$ cat config.mk
export PLATFORM = sky130hd
export DESIGN_NAME = add_arb
export DESIGN_NICKNAME = d
export VERILOG_FILES = /design/src/rtl/add_arb.sv
export SDC_FILE = /design/constraint.sdc
export NUM_CORES = 1
export LEC_CHECK = 0
export ABC_AREA = 1
export CORE_MARGIN = 4
export CORE_UTILIZATION = 35
export CTS_BUF_LIST = sky130_fd_sc_hd__clkbuf_16
export CTS_CLUSTER_DIAMETER = 150
export DETAILED_ROUTE_END_ITERATION = 10
export SYNTH_ARGS = -nofsm -noshare
export SYNTH_HDL_FRONTEND = slang
export SYNTH_SLANG_ARGS = --single-unit
$ cat constraint.sdc
create_clock -name clk -period 4.1 [get_ports clk]
set_clock_uncertainty 0.05 [all_clocks]
set_input_delay 0.615 -clock clk [delete_from_list [all_inputs] [get_ports clk]]
set_output_delay 0.615 -clock clk [all_outputs]
set_load 0.05 [all_outputs]
$ cat src/rtl/add_arb.sv
// add_arb: two-requester round-robin arbiter in front of a single 8-bit ripple-carry adder
module add_arb #(
    parameter int LAT = 1
) (
    input  logic       clk,
    input  logic       rst_n,
    input  logic       req0,
    input  logic       req1,
    input  logic [7:0] a0,
    input  logic [7:0] b0,
    input  logic [7:0] a1,
    input  logic [7:0] b1,
    input  logic       rsp_rdy,
    output logic       gnt0,
    output logic       gnt1,
    output logic       rsp_vld,
    output logic       rsp_id,
    output logic [7:0] sum,
    output logic       car,
    output logic       busy
);
    if (LAT < 1 || LAT > 4) begin : g_bad_lat
        $error("add_arb: LAT must be in 1..4");
    end

    typedef enum logic [1:0] {IDLE, EXEC, RESP} state_t;

    state_t     r_state;
    logic [1:0] r_cnt;
    logic [7:0] r_op_a;
    logic [7:0] r_op_b;
    logic       r_id;
    logic       r_ptr;
    logic       w_pick;
    logic [8:0] w_c;
    logic [7:0] w_s;

    // Ripple-carry chain fed only from the operand registers
    assign w_c[0] = 1'b0;
    for (genvar i = 0; i < 8; i++) begin : g_rca
        assign w_s[i]   = r_op_a[i] ^ r_op_b[i] ^ w_c[i];
        assign w_c[i+1] = (r_op_a[i] & r_op_b[i]) | (w_c[i] & (r_op_a[i] ^ r_op_b[i]));
    end

    // Contention goes to the requester not served last; a lone request always wins
    assign w_pick = (req0 && req1) ? ~r_ptr : req1;
    assign busy   = (r_state != IDLE);

    // Arbitration FSM with registered grant and response outputs
    always_ff @(posedge clk or negedge rst_n) begin
        if (!rst_n) begin
            r_state <= IDLE;
            r_cnt   <= 2'd0;
            r_op_a  <= 8'h00;
            r_op_b  <= 8'h00;
            r_id    <= 1'b0;
            r_ptr   <= 1'b1;
            gnt0    <= 1'b0;
            gnt1    <= 1'b0;
            rsp_vld <= 1'b0;
            rsp_id  <= 1'b0;
            sum     <= 8'h00;
            car     <= 1'b0;
        end else begin
            gnt0 <= 1'b0;
            gnt1 <= 1'b0;
            case (r_state)
                IDLE: if (req0 || req1) begin
                    r_op_a  <= w_pick ? a1 : a0;
                    r_op_b  <= w_pick ? b1 : b0;
                    r_id    <= w_pick;
                    r_cnt   <= 2'd0;
                    gnt0    <= ~w_pick;
                    gnt1    <= w_pick;
                    r_state <= EXEC;
                end
                EXEC: if (r_cnt == 2'(LAT - 1)) begin
                    sum     <= w_s;
                    car     <= w_c[8];
                    rsp_id  <= r_id;
                    rsp_vld <= 1'b1;
                    r_state <= RESP;
                end else begin
                    r_cnt <= r_cnt + 2'd1;
                end
                RESP: if (rsp_rdy) begin
                    rsp_vld <= 1'b0;
                    r_ptr   <= rsp_id;
                    r_state <= IDLE;
                end
                default: r_state <= IDLE;
            endcase
        end
    end
endmodule

Word level (Yosys, flattened, before mapping)
Index checks and enable logic that the tools add are counted.
- eq/ne operators: 6
- muxes and demuxes: 17
- $add $sub $neg: 1
- reduce and logical (&&, ||, !) cells: 13
- bitwise operators: 39
- operators by type and width (kind ; number):
    $mux 8 ; 2
    $and 1x1->1 ; 15
    $xor 1x1->1 ; 15
    $mux 2 ; 5
    $reduce_and 3->1 ; 3
    $ne 2x2->1 const B ; 4
    $mux 1 ; 7
    $or 1x1->1 ; 7
    $pmux 2 s3 ; 1
    $reduce_and 2->1 ; 3
    $reduce_bool 2->1 ; 3
    $logic_not 2->1 ; 2
    $pmux 2 s2 ; 1
    $add 2x1->2 const B ; 1
    $eq 2x1->1 const B ; 1
    $eq 2x2->1 const B ; 1
    $not 1->1 ; 2
    $pmux 1 s2 ; 1
    $logic_and 1x1->1 ; 1
    $logic_or 1x1->1 ; 1
- output and inout port bits: 14
- flip-flop bits (word level): 35

Logic depth before layout (Yosys ltp)
Gate-level depths: netlist of the first run.
- word-level depth: 15
- mapped depth: 12

Worst setup path before layout of the first run
OpenSTA, ideal clock, no wires.
- kind: register to register
- from: reg r_op_a[0]
- to: reg sum[7]
- data required time: 3967 ps
- stages on the path, launching flop included: 13
- arrival: 3238 ps
- slack: 730 ps
- buffers on the path: 0
- path through: dfrtp_1 -> ha_1 -> fa_1 -> inv_1 -> fa_1 -> inv_1 -> fa_1 -> fa_1 -> fa_1 -> fa_1 -> inv_1 -> fa_1 -> o21ai_0
- word-level cells in the longest chain between the ends: 14
- RTL lines (item ; line ; RTL):
    start, declared ; 30 ; logic [7:0] r_op_a;
    start signal, assigned ; 69 ; r_op_a <= w_pick ? a1 : a0;
    $and 1x1->1 (2 in a row) ; 42 ; assign w_c[i+1] = (r_op_a[i] & r_op_b[i]) | (w_c[i] & (r_op_a[i] ^ r_op_b[i]));
    $or 1x1->1 ; 42 ;
    $and 1x1->1 ; 42 ;
    $or 1x1->1 ; 42 ;
    $and 1x1->1 ; 42 ;
    $or 1x1->1 ; 42 ;
    $and 1x1->1 ; 42 ;
    $or 1x1->1 ; 42 ;
    $and 1x1->1 ; 42 ;
    $or 1x1->1 ; 42 ;
    $and 1x1->1 ; 42 ;
    $or 1x1->1 ; 42 ;
    $xor 1x1->1 ; 41 ; assign w_s[i] = r_op_a[i] ^ r_op_b[i] ^ w_c[i];
    end signal, assigned ; 78 ; sum <= w_s;
    end, declared ; 18 ; output logic [7:0] sum,
No other way between the ends.
A chain may end at the register's enable or synchronous reset.

Final worst setup path of the first run
Same ends and word-level chain as after synthesis.

==> results of run 1 <==
==> cell usage in the layout, fill, tap and decap left out <==
master           count
a21oi_1              1
o21bai_2             1
clkinvlp_4           1
ha_1                 2
nor2_1               2
nand2_1            104
clkinv_2             1
buf_4                2
o31ai_1              1
dfrtp_1             34
clkbuf_16            5
o21ai_0              3
clkdlybuf4s50_1     50
nand2_2              1
nand4_1              1
dfstp_2              1
fa_1                 7
nand3_1             26
o21ai_2              3
nand2_4              2
inv_1               14
inv_2                2
nor2_4               1
==> cell families (layout without fill, tap and decap cells) <==
kind of cell / after synthesis / after routing / share of synthesized area [%]
simple gates: 137 / 137 / 31.9
flops: 35 / 35 / 48.6
buf+inv: 24 / 75 / 6.73
fa+ha+maj: 9 / 9 / 9.16
compound gates: 9 / 9 / 3.61
==> final timing paths <==
| kind | depth (start not counted) | from | to |
|---|---|---|---|
| max | 12 | r_op_a[0] | sum[7] |
| min | 2 | sum[4] | sum[4] |
| max reg2reg | 12 | r_op_a[0] | sum[7] |
| min reg2reg | 2 | sum[4] | sum[4] |
| max in group asynchronous | 2 | rst_n | r_ptr |
| min in group asynchronous | 2 | rst_n | r_op_a[7] |
==> synthesized netlist by cell type, types with 2 or more instances <==
| cell | n |
|---|---|
| ha_1 | 2 |
| buf_4 | 3 |
| nand2_4 | 2 |
| nor2_1 | 2 |
| inv_2 | 2 |
| o21ai_0 | 3 |
| buf_6 | 2 |
| buf_2 | 4 |
| nand3_1 | 26 |
| nand2_1 | 104 |
| o21ai_2 | 3 |
| dfrtp_1 | 34 |
| fa_1 | 7 |
| inv_1 | 13 |
==> worst max-delay path, stage by stage (launching register included) <==
cell	delay (ns)
dfrtp_1	0.38
ha_1	0.21
fa_1	0.36
inv_1	0.08
fa_1	0.17
inv_1	0.05
fa_1	0.38
fa_1	0.38
fa_1	0.39
fa_1	0.37
inv_1	0.07
fa_1	0.39
o21ai_0	0.15
==> flip-flops by register name, indices dropped and copies added (netlist names) <==
| signal | cells |
|---|---|
| rsp_vld | 1 |
| gnt0 | 1 |
| r_op_b | 8 |
| r_ptr | 1 |
| sum | 8 |
| r_id | 1 |
| car | 1 |
| r_cnt | 2 |
| r_op_a | 8 |
| gnt1 | 1 |
| rsp_id | 1 |
| r_state | 2 |
==> layer usage <==
metal	track usage [%]	share of wire [%]
met2	19.3	41
met5	0	0
met4	5.07	0.78
met3	3.27	6.3
met1	18.8	51
==> report_power, final <==
group          leakage (nW)  switching (mW)  total [mW]  internal, mW
Combinational         0.741           0.586       0.915         0.328
Sequential            0.437           0.101       0.607         0.506
Clock                0.0710           0.129       0.350         0.221
Total                  1.25           0.816        1.87          1.06
==> layout make-up <==
class                           count  area (um^2)  share of cell area [%]
Clock inverter                      3         16.3                   0.656
Multi-Input combinational cell    155          805                    32.5
Timing Repair Buffer               52          515                    20.8
Tap cell                           67         83.8                    3.38
Sequential cell                    35          877                    35.4
Inverter                           15         56.3                    2.27
Clock buffer                        5          125                    5.05
==> flow_summary_export.csv, run 1 <==
group,metric,value,unit
yosys,syn_inst,214,
sta,finalSetupViolCount,0,
global_routing,grt_pass1_wl,6540,um
clocking,cts_resized,0,
yosys,yosysTopAreaCell,"dfrtp_1",
yosys,ys_warn_count,0,
layout,n_antenna_cell,0,
clocking,htreeDepth,2,
clocking,cts.sink_count,35,
run,drv_cap,0,
yosys,syn_nets,260,
clocking,hold_buffers,0,
sta,slew_headroom,50.5,%
placed_design,placed_area,2340,um^2
placed_design,place.detailed.hpwl,2860,um
sta,period_share,86.0,%
clocking,cts_buffer_depth,2,
clocking,clk_latency,0.27,ns
layout,area_delta_synth_final,37.5,%
route,drt-initial-drc-count,37,
power,peakVddDrop,0.252,mV
route,vias,1447,
sta,drv_slew,0,
sta,whs,0.415,ns
yosys,ys_top_cells_by_area,"dfrtp_1, nand2_1, fa_1",
die,die_x,79.8,um
clocking,postCtsSetupRepairBufs,0,
hold_path,hold_class,"reg -> reg",
clocking,root_buffer,"clkbuf_16",
sta,timing.fmax,0.284,GHz
power,finalPower,1.87,mW
placed_design,io_buffers,50,
yosys,synthFlopType,"dfrtp_1",
critical_path,reg2reg_slack,0.57,ns
placed_design,gp_congestion,0.741,
sta,hold_viol_final,0,
sta,setup_slack,0.575,ns
global_routing,grt_usage,13.2,%
route,wl,3740,um
critical_path,cp.arrival,3.66,ns
layout,finalNonFillerCells,332,
clocking,clk_pin_slew,0.05,ns
power,p_per_area,755,nW/um^2
layout,design_area,2480,um^2
sta,worstMarginPinSlew,0.740,ns
route,drc,0,
critical_path,worstPathRequired,4.24,ns
yosys,synth_top_area_share,47.2,%
route,wl_per_cell,11.3,um
route,dr.pass1.iters,5,
die,die_area,6360,um^2
yosys,synth_edf_count,0,
die,fp.coreArea,4850,um^2
route,ant_nets,0,
die,initial_utilization,37.2,%
route,viasPerCell,4.36,
yosys,ys_seq_elements,35,
clocking,cts_tree,"yes",
layout,fin_nets,310,
sta,setup_tns,0,ns
run_status,status,"finished clean",
critical_path,crit_fanout,2,
yosys,synthArstFlopShare,100,%
sta,fin_crit,3.53,ns
layout,fillers,486,
placed_design,dp_worst_setup_slack,0.597,ns
critical_path,end_kind,"flip-flop",
layout,finish.utilization,51.1,%
layout,drive_gt1_share,7.55,%
critical_path,start_kind,"flip-flop",
die,dieHeight,79.8,um
clocking,cts_buffers,5,
placed_design,dp_cells,324,
global_routing,antenna_found_initial,0,
critical_path,critical_path_class,"reg -> reg",
global_routing,grt.overflow.total,0,
global_routing,grt_max_degree,36,
die,io_pins,51,
yosys,synth_area_per_cell,8.43,um^2
sta,rsz0062_at_grt,"no",
yosys,synth.cell_area,1800,um^2
yosys,synthDistinctLibCells,21,
yosys,ys_seq_area_share,48.6,%
global_routing,grt_pass1_vias,1455,
die,rows,25,
power,power_leakage,1.25,nW
(Power assumes the default switching activity.)
==> inputs of run 2 (changes only) <==
--- a/config.mk
+++ b/config.mk
@@ -6,11 +6,13 @@
 export NUM_CORES = 1
 export LEC_CHECK = 0
 export ABC_AREA = 1
+export CAP_MARGIN = 25
 export CORE_MARGIN = 4
 export CORE_UTILIZATION = 35
 export CTS_BUF_LIST = sky130_fd_sc_hd__clkbuf_16
 export CTS_CLUSTER_DIAMETER = 150
 export DETAILED_ROUTE_END_ITERATION = 10
+export DONT_BUFFER_PORTS = 1
 export SYNTH_ARGS = -nofsm -noshare
 export SYNTH_HDL_FRONTEND = slang
 export SYNTH_SLANG_ARGS = --single-unit
==> flow_summary_export.csv, run 2 (same netlist as run 1, synthesis figures left out) <==
group,metric,value,unit
run_status,status,"finished clean",
global_routing,grt_pass1_vias,1298,
die,io_pins,51,
placed_design,placed_area,1830,um^2
global_routing,grt_max_degree,35,
placed_design,dp_worst_setup_slack,0.590,ns
critical_path,cp.arrival,3.70,ns
sta,whs,0.121,ns
sta,finalSetupViolCount,0,
clocking,cts.sink_count,35,
sta,timing.fmax,0.280,GHz
route,dr.pass1.iters,4,
route,wl_per_cell,13.4,um
layout,top_regs,"r_op_a: 8 flops, r_op_b: 8 flops, sum: 8 flops",
clocking,clk_pin_slew,0.05,ns
die,initial_utilization,37.2,%
critical_path,start_kind,"flip-flop",
critical_path,worstPathRequired,4.23,ns
power,power_leakage,1.07,nW
clocking,cts_buffer_depth,2,
clocking,cts_tree,"yes",
critical_path,reg2reg_slack,0.53,ns
clocking,clk_latency,0.27,ns
sta,hold_viol_final,0,
power,p_per_area,871,nW/um^2
clocking,htreeDepth,2,
sta,setup_slack,0.531,ns
layout,layout_common_cells,"nand2_1, dfrtp_1, nand3_1, inv_1, fa_1",
layout,final_common_cell,"nand2_1",
layout,design_area,1990,um^2
placed_design,gp_congestion,0.727,
clocking,root_buffer,"clkbuf_16",
route,ant_nets,0,
run,drv_cap,0,
layout,fillers,493,
layout,n_antenna_cell,0,
layout,finalNonFillerCells,282,
critical_path,critical_path_class,"reg -> reg",
global_routing,grt.overflow.total,0,
die,fp.coreArea,4850,um^2
sta,setup_tns,0,ns
die,rows,25,
route,drt-initial-drc-count,60,
hold_path,hold_class,"in -> async",
sta,worstMarginPinSlew,0.500,ns
clocking,cts_buffers,5,
sta,rsz0062_at_grt,"no",
critical_path,crit_start,"r_op_b[0]",
die,die_area,6360,um^2
critical_path,cp-endpoint,"sum[7]",
global_routing,antenna_found_initial,0,
power,finalPower,1.73,mW
global_routing,grt_pass1_wl,6580,um
critical_path,end_kind,"flip-flop",
critical_path,rr_startpoint,"r_op_b[0]",
critical_path,crit_fanout,2,
power,peakVddDrop,0.252,mV
placed_design,place.detailed.hpwl,2720,um
placed_design,dp_cells,273,
critical_path,r2r_end,"sum[7]",
sta,period_share,87.1,%
clocking,postCtsSetupRepairBufs,0,
placed_design,io_buffers,0,
layout,finish.utilization,41.0,%
layout,fin_nets,260,
global_routing,grt_usage,13.5,%
die,dieHeight,79.8,um
layout,drive_gt1_share,8.84,%
sta,drv_slew,0,
layout,area_delta_synth_final,10.2,%
sta,slew_headroom,66.6,%
die,die_x,79.8,um
route,drc,0,
route,vias,1301,
critical_path,worst_r2r_path_depth,12,
route,wl,3780,um
route,viasPerCell,4.61,
sta,fin_crit,3.57,ns
[run 2: cell count changes in the layout (fill, tap and decap cells not counted), sizes merged]
cell / before / now
inv: 16 / 17
clkdlybuf4s50: 50 / 0
clkinvlp: 1 / 0
[run 2: critical path, cell delays in order (launching register included)]
cell	delay, ns
dfrtp_1	0.39
ha_1	0.20
fa_1	0.37
inv_1	0.08
fa_1	0.16
inv_1	0.05
fa_1	0.37
fa_1	0.39
fa_1	0.39
fa_1	0.37
inv_1	0.08
fa_1	0.41
o21ai_0	0.19
[run 2: metal layers]
metal / vias up / track usage (%) / routed length, um
met5: - / 0 / 0
met4: 0 / 5.07 / 63
met3: 6 / 3.95 / 291
met2: 50 / 17.6 / 1560
met1: 581 / 20.8 / 1870
li1: 664 / - / -
[run 2: final cells by class]
cell class	instances	area, um^2	share of cell area (%)
Clock buffer	5	125	6.30
Clock inverter	3	12.5	0.630
Inverter	15	56.3	2.83
Multi-Input combinational cell	155	805	40.5
Sequential cell	35	877	44.1
Tap cell	67	83.8	4.22
Timing Repair Buffer	2	27.5	1.39
[run 2: timing repair]
action,4_1_cts,5_1_grt
resized for setup,0,0
hold buffers,1,0
endpoints found under the hold margin,34,0
[run 2: worst min-delay path by stage]
| stage | start | cells past startpoint | end | slack, ns |
|---|---|---|---|---|
| 3_3_place_gp | rst_n | 0 | gnt0 | 0.27 |
| 5_1_grt | rst_n | 0 | r_ptr | 0.12 |
| 4_1_cts | rst_n | 0 | r_ptr | 0.13 |
| 3_5_place_dp | rst_n | 0 | gnt0 | 0.27 |
| 2_1_floorplan | rst_n | 0 | car | 0.27 |
| 6_report | rst_n | 1 | car | 0.12 |
[run 2: report_power, final]
group | internal [mW] | leakage [nW] | switching (mW)
sequential | 0.502 | 0.437 | 0.309
clock | 0.219 | 0.0762 | 0.128
combinational | 0.204 | 0.552 | 0.368
==> RTL edit (settings of run 2) <==
Make the reset (`rst_n`) synchronous in one clocked block.
--- a/src/rtl/add_arb.sv
+++ b/src/rtl/add_arb.sv
@@ -48,5 +48,5 @@
 
     // Arbitration FSM with registered grant and response outputs
-    always_ff @(posedge clk or negedge rst_n) begin
+    always_ff @(posedge clk) begin
         if (!rst_n) begin
             r_state <= IDLE;
Behaviour: differs if rst_n is asserted again (counterexample within 4 cycles, from zero or initial values and one cycle with rst_n low); with rst_n held inactive, the same outputs for 10 cycles.
==> RTL edit against run 2 <==
- worst setup slack better by 0.032 ns
- sequential share of layout area down 7.4 points
- via count up 5.5%
- critical path depth up 1
- first-iteration DRC count increased by 28%
- area after synthesis fell by 2.1%
- die area shrank 1.9%
- wire length is 4.9% lower
- final cell count rose by 3.9%
- critical endpoint is now sum[7]
- design area fell by 3.9%
- sequential cell count unchanged
Power is not compared: it rests on default switching activity, and its combinational part moved more than twofold at a synthesized area within 25%.
==> RTL edit: results (changes against run 2) <==
Parameter                              Value

Yosys
  Most used standard cells in the synthesized netlist ... 79 x nand2_1, 44 x nand3_1, 35 x dfxtp_1
  Mapped Nets ... 276 (+6.2%)
  Async set-reset flop share out of synthesis ... 0 (-1.00)
  Area contributors post-synth ... dfxtp_1 40%, nand2_1 17%, nand3_1 12%, fa_1 7.9%, inv_1 3.2%
  Mean area per synthesized cell ... 7.68 um2 (-8.9%)
  Library cells used by synthesis ... 24 (+14%)
  Proportion of synthesized chip area in sequential cells ... 0.397 (-0.0896)

Global route
  Number of global-route vias before repair ... 1302 (+0.31%)
  Met1 Track Usage GR ... 0.177 (-0.0307)
  Overall fraction of global-route tracks in use ... 0.128 (-0.00735)
  Met3 usage ... 0.0442 (+0.00471)
  First-pass GRT wire length ... 6270 um (-4.7%)
  GR Layer Usage met2 ... 0.175 (-0.00104)
  Maximum number of pins on one net before global-route repair ... 22 (-37%)

Finish
  Fraction of layout instances using a drive strength above 1 ... 0.0929 (+0.00455)
  Net total in the final layout ... 272 (+4.6%)
  Filler cell count ... 520 (+5.5%)

Setup path
  Slack of the worst reg-to-reg path ... 0.56 ns (+0.03 ns)
  CP startpoint ... r_op_a[0]

Drt
  Wirelength, routed ... 3600 um (-4.9%)
  Highest metal layer with signal wires ... met4
  Initial drt markers ... 77 (+28%)
  Detailed-routed wire length on met3 ... 302 um (+3.8%)
  Average wire length per cell after detail routing ... 12.3 um (-8.5%)
  DR WL met2 ... 1470 um (-5.7%)
  Met1 routed wirelength after detailed routing ... 1750 um (-6.4%)
  Via total after detailed routing ... 1373 (+5.5%)

Min path
  Hold crit path type ... primary input to flop

Placed design
  Placement Setup Slack ... 0.565 ns (-0.0248 ns)
  Final weighted congestion in routability-driven placement ... 0.725 (-0.21%)
  Final HPWL DP ... 2810 um (+3.3%)
  Number of cells after detailed placement ... 286 (+4.8%)

Run status
  Run status ... finished, final reports clean

Timing
  Rel. slew slack ... 0.631 (-0.0355)

Clock network
  Cts bufs inserted ... 5 (unchanged)
RTL edit: cell types whose count changed after synthesis, moves of 3 or more:
| cell | delta |
|---|---|
| a21oi_1 | +10 |
| dfxtp_1 | +35 |
| nand2_1 | -25 |
| and2_1 | +3 |
| nand2_2 | +5 |
| nand3_1 | +18 |
| dfrtp_1 | -34 |
RTL edit: worst max-delay path by stage:
stage	to	cells after the start	slack, ns
floorplan	sum[7]	13	0.70
global placement	sum[7]	13	0.59
detailed placement	sum[7]	13	0.57
CTS	sum[7]	13	0.55
global route	sum[7]	13	0.39
finish	sum[7]	13	0.56
RTL edit: stage by stage:
step	hold WS, ns	instance area [um2]
after floorplan	0.353	1770
after global placement	0.366	1780
after detailed placement	0.375	1780
after CTS	0.372	1910
after global routing	0.376	1910
final	0.381	1910
RTL edit: logic make-up after synthesis:
family,count (synthesis),synth area share
AND/OR/NAND/NOR,144,0.390
flip-flops,35,0.397
buffers and inverters,28,0.0780
AO/OA/AOI/OAI,14,0.0418
adder cells (fa/ha/maj),9,0.0935
RTL edit: layout make-up:
| type | instances | share of cell area |
|---|---|---|
| inverter | 17 | 0.0334 |
| clock inverter | 2 | 0.00459 |
| sequential | 35 | 0.367 |
| multi-input combinational | 167 | 0.486 |
| tap | 67 | 0.0439 |
| clock buffer | 5 | 0.0655 |
RTL edit: power by group through the flow:
| stage | combinational, uW | clock, uW | sequential [uW] |
|---|---|---|---|
| 2_1_floorplan | 147 | 0 | 438 |
| 3_3_place_gp | 157 | 0 | 445 |
| 3_5_place_dp | 157 | 0 | 445 |
| 4_1_cts | 158 | 356 | 439 |
| 5_1_grt | 183 | 368 | 442 |
| 6_report | 156 | 345 | 438 |
